==> config.mk <==
export PLATFORM = sky130hd
export DESIGN_NAME = svn_seg_counter_flat
export DESIGN_NICKNAME = d
export VERILOG_FILES = /design/src/rtl/svn_seg_counter_if.sv /design/src/rtl/svn_seg_counter.sv /design/src/flat_wrapper.sv
export SDC_FILE = /design/constraint.sdc
export NUM_CORES = 1
export LEC_CHECK = 0
export BUFFER_PORTS_ARGS = -buffer_cell sky130_fd_sc_hd__clkbuf_2
export CAP_MARGIN = 20
export CORE_ASPECT_RATIO = 0.7
export CORE_UTILIZATION = 60
export CTS_BUF_LIST = sky130_fd_sc_hd__clkbuf_8
export CTS_CLUSTER_SIZE = 28
export DETAILED_ROUTE_END_ITERATION = 10
export PLACE_DENSITY_LB_ADDON = 0.05
export REMOVE_ABC_BUFFERS = 1
export SYNTH_ARGS = -nofsm -noshare
export SYNTH_HDL_FRONTEND = slang
export SYNTH_SLANG_ARGS = --single-unit
==> constraint.sdc <==
create_clock -name clk_i -period 2.6 [get_ports clk_i]
set_input_delay 0.78 -clock clk_i [delete_from_list [all_inputs] [get_ports clk_i]]
set_output_delay 0.78 -clock clk_i [all_outputs]
set_load 0.01 [all_outputs]
==> src/rtl/svn_seg_counter_if.sv <==
// Display pin bundle for the two-digit seven-segment driver.
// master drives the active-low segments and digit enables; slave observes them.
interface svn_seg_counter_if;
  logic [7:0] display_o;
  logic [1:0] seg_sel_o;

  modport master (
    output display_o,
    output seg_sel_o
  );

  modport slave (
    input display_o,
    input seg_sel_o
  );
endinterface

==> src/rtl/svn_seg_counter.sv <==
// Free-running 8-bit hex counter shown on a multiplexed common-anode display.
// Outputs are registered from the pre-edge count/digit state (1-cycle lag); no backpressure.
module svn_seg_counter #(
  parameter int TICK_DIV = 100_000_000,
  parameter int SCAN_DIV = 100_000
) (
  input  logic                      clk_i,
  input  logic                      rstn_i,
  svn_seg_counter_if.master         disp_if
);

  localparam int TW = $clog2(TICK_DIV);
  localparam int SW = $clog2(SCAN_DIV);

  logic [TW-1:0] tick_q, tick_d;
  logic [SW-1:0] scan_q, scan_d;
  logic [7:0]    cnt_q, cnt_d;
  logic          dsel_q, dsel_d;
  logic [7:0]    display_q, display_d;
  logic [1:0]    seg_sel_q, seg_sel_d;

  logic          count_tick;
  logic          scan_tick;
  logic [3:0]    digit;

  function automatic logic [7:0] hex_to_seg(input logic [3:0] h);
    logic [7:0] s;
    case (h)
      4'h0: s = 8'hC0;
      4'h1: s = 8'hF9;
      4'h2: s = 8'hA4;
      4'h3: s = 8'hB0;
      4'h4: s = 8'h99;
      4'h5: s = 8'h92;
      4'h6: s = 8'h82;
      4'h7: s = 8'hF8;
      4'h8: s = 8'h80;
      4'h9: s = 8'h90;
      4'hA: s = 8'h88;
      4'hB: s = 8'h83;
      4'hC: s = 8'hC6;
      4'hD: s = 8'hA1;
      4'hE: s = 8'h86;
      default: s = 8'h8E;
    endcase
    return s;
  endfunction

  assign count_tick = (tick_q == TW'(TICK_DIV - 1));
  assign scan_tick  = (scan_q == SW'(SCAN_DIV - 1));

  always_comb begin
    tick_d = count_tick ? '0 : tick_q + TW'(1);
    scan_d = scan_tick  ? '0 : scan_q + SW'(1);
    cnt_d  = count_tick ? cnt_q + 8'd1 : cnt_q;
    dsel_d = scan_tick  ? ~dsel_q : dsel_q;

    // Outputs are built from the current (pre-edge) state so digit enable and
    // segment pattern always switch together one cycle after the state change.
    digit     = dsel_q ? cnt_q[7:4] : cnt_q[3:0];
    display_d = hex_to_seg(digit);
    seg_sel_d = dsel_q ? 2'b01 : 2'b10;
  end

  always_ff @(posedge clk_i) begin
    if (!rstn_i) begin
      tick_q    <= '0;
      scan_q    <= '0;
      cnt_q     <= 8'h00;
      dsel_q    <= 1'b0;
      display_q <= 8'hC0;
      seg_sel_q <= 2'b10;
    end else begin
      tick_q    <= tick_d;
      scan_q    <= scan_d;
      cnt_q     <= cnt_d;
      dsel_q    <= dsel_d;
      display_q <= display_d;
      seg_sel_q <= seg_sel_d;
    end
  end

  assign disp_if.display_o = display_q;
  assign disp_if.seg_sel_o = seg_sel_q;

endmodule

==> src/flat_wrapper.sv <==
// flat-port wrapper written by rule: the top's interface ports become plain ports
module svn_seg_counter_flat 
#(
  parameter int TICK_DIV = 100_000_000,
  parameter int SCAN_DIV = 100_000
)
  (clk_i, rstn_i, disp_if_display_o, disp_if_seg_sel_o);
  svn_seg_counter_if disp_if_i ();
  input  logic clk_i;
  input  logic rstn_i;
  output wire logic [$bits(disp_if_i.display_o)-1:0] disp_if_display_o;
  output wire logic [$bits(disp_if_i.seg_sel_o)-1:0] disp_if_seg_sel_o;
  assign disp_if_display_o = disp_if_i.display_o;
  assign disp_if_seg_sel_o = disp_if_i.seg_sel_o;
  svn_seg_counter #(.TICK_DIV(TICK_DIV), .SCAN_DIV(SCAN_DIV)) u_core (.clk_i(clk_i), .rstn_i(rstn_i), .disp_if(disp_if_i));
endmodule
==> results.tsv <==
stage	metric	value	unit
drt	drc	0	
timing	fmax	441	MHz
timing	worst_pin_slew	576	ps
clocking	holdBufCountCts	0	
yosys	synth_top_family_by_area	simple AND/OR/NAND/NOR gates	
die	dieArea	5190	um^2
worst_setup_path	cp-end-kind	flip-flop	
global_route	grt_pass1_vias	2102	
timing	final_period_minus_worst_setup_slack	2270	ps
yosys	yosysWarnings	0	
drt	wl_per_cell	13.1	um
drt	ant_nets	0	
placement	gp_congestion	0.845	
clocking	cts_resized	0	
timing	final-hold-violation-count	0	
clocking	numCtsBuffers	9	
final_layout	drive_above_1_share	10.2	%
timing	finalCritPeriodShare	87.2	%
yosys	synth-xor-area-share	6.56	%
clocking	cts_setup_buffers	0	
timing	fin_tns_setup	0	ps
worst_hold_path	hold_class	flip-flop to flip-flop	
placement	io_buffers	10	
yosys	synthMuxAreaShare	2.43	%
yosys	ys_ff_latch	62	
die	rows	20	
yosys	synth_simple_gate_area_share	27.3	%
yosys	synth.distinct_cells	44	
worst_setup_path	critPathLaunchType	flip-flop	
yosys	synthesis.area	2940	um^2
yosys	syn_area_per_cell	8.70	um^2
global_route	grt_pass1_wl	9290	um
run	drv_cap	0	
drt	routed_via_density	5.81	
timing	setup_violations	0	
final_layout	stdcell_count	419	
drt	vias	2435	
final_layout	n_antenna_cell	0	
yosys	synth_edf_count	0	
worst_setup_path	critical_path_class	flip-flop to flip-flop	
final_layout	mostFrequentLayoutCells	dfxtp_1, nor2_1, a21oi_1	
timing	fin_worst_skew	9.80	ps
placement	post-dp-hpwl	3680	um
timing	rsz0062_at_grt	no	
final_layout	area_growth	10.7	%
drt	drtIter0Drc	151	
yosys	async_flop_share	0	%
clocking	numClockSinks	62	
power_and_ir_drop	total_power	0.00190	W
global_route	grt_usage	23.0	%
drt	dr.pass1.iters	4	
clocking	cts_max_level	3	
clocking	clk_latency	330	ps
final_layout	nets	359	
power_and_ir_drop	peakVddDrop	0.418	mV
worst_setup_path	worstPathArrival	2530	ps
worst_setup_path	required	2860	ps
yosys	synth_seq_area_share	42.2	%
clocking	cts_tree	built	
yosys	netlist_instances	338	
clocking	cts_buffer_depth	2	
power_and_ir_drop	leakage	1.10	nW
clocking	cts_root_buffer	clkbuf_8	
drt	drt_wl_total	5490	um
timing	worst_slew_margin_rel	60.5	%
final_layout	final_common_cell	dfxtp_1	
die	die_x	85.7	um
timing	slew_viol_final	0	
die	fp.dieH	60.6	um
power_and_ir_drop	pwr_density_cell	583	nW/um^2
worst_setup_path	cp_max_fo	17	
die	ios	12	
global_route	grt_max_degree	26	
placement	post-place-cells	403	
clocking	clkTransAtPathRegs	60	ps
global_route	antenna_found_initial	0	
die	start_util	64.9	%
yosys	synth_compound_area_share	13.6	%
run_status	status	finished clean	
yosys	yosys.area_share.adder	3.83	%
die	coreArea	4530	um^2
global_route	overflow	0	
yosys	ys.flop_type	dfxtp_1	
[path summary, 6_finish.rpt]
kind | startpoint | to | slack, ps | cells after the start
worst min register to register | u_core.scan_q[0]$_SDFF_PP0_ | u_core.scan_q[0]$_SDFF_PP0_ | 450 | 1
worst max register to register | u_core.tick_q[0]$_SDFF_PP0_ | u_core.cnt_q[7]$_SDFFE_PN0N_ | 330 | 5
worst max-delay path | u_core.tick_q[0]$_SDFF_PP0_ | u_core.cnt_q[7]$_SDFFE_PN0N_ | 330 | 5
worst min-delay path | u_core.scan_q[0]$_SDFF_PP0_ | u_core.scan_q[0]$_SDFF_PP0_ | 450 | 1
[per-layer routing]
| layer | wire (um) | track usage [%] |
|---|---|---|
| met3 | 269 | 7.21 |
| met1 | 2850 | 29.1 |
| met4 | 13 | 8.10 |
| met5 | 0 | 0 |
| met2 | 2350 | 38.2 |
[cell families after synthesis]
logic type,Yosys count
and+or+nand+nor,145
adders and majority gates,9
muxes,7
AOI/OAI and AO/OA,66
xor gates and xnor gates,22
DFF,62
buffers and inverters,26
other,1
[sequential cells by signal, summed over array words and instances (netlist names)]
register and flops:
u_core.disp_if.seg_sel_o 2, u_core.cnt_q 8, u_core.tick_q 27, u_core.scan_q 17, u_core.dsel_q 1, u_core.disp_if.display_o 7
[cell usage after synthesis (all sizes together), types with 7 or more instances]
cell    number  area (um^2)
a21oi       28          140
and3         7         43.8
clkbuf      10         37.5
dfxtp       62         1240
ha           9          113
inv          9         33.8
nand2       22         82.6
nand3       16         85.1
nand4       15         93.8
nor2        33          124
o21ai       13         68.8
o31ai       15          113
or3         10         62.6
or4         17          128
xnor2        9         78.8
xor2        13          114
[critical path, stage by stage (launching register included)]
cell,delay [ps]
dfxtp_1,370
ha_1,250
nand3_1,110
or4_1,770
or4_1,550
a21oi_1,150
[power breakdown]
part / switching, W / internal [W]
clock network: 0.000352 / 0.000544
registers: 0.00000736 / 0.000958
logic: 0.0000243 / 0.0000110
[final cells by class]
class	count	area [um^2]
clock buffer	13	179
tap	66	82.6
multi-input combinational	250	1580
fill	358	1280
clock inverter	3	41.3
inverter	10	37.5
timing repair buffer	15	87.6
sequential	62	1240
[stage by stage]
step | instance area (um^2) | setup WS [ps] | utilization, % | hold WS, ps
finish | 3250 | 332 | 71.8 | 453
global route | 3250 | 154 | 71.8 | 482
CTS | 3250 | 333 | 71.8 | 453
detailed placement | 3030 | 375 | 67.0 | 437
global placement | 3030 | 442 | 67.0 | 426
floorplan | 2860 | 330 | - | 413
(Power assumes the default switching activity.)
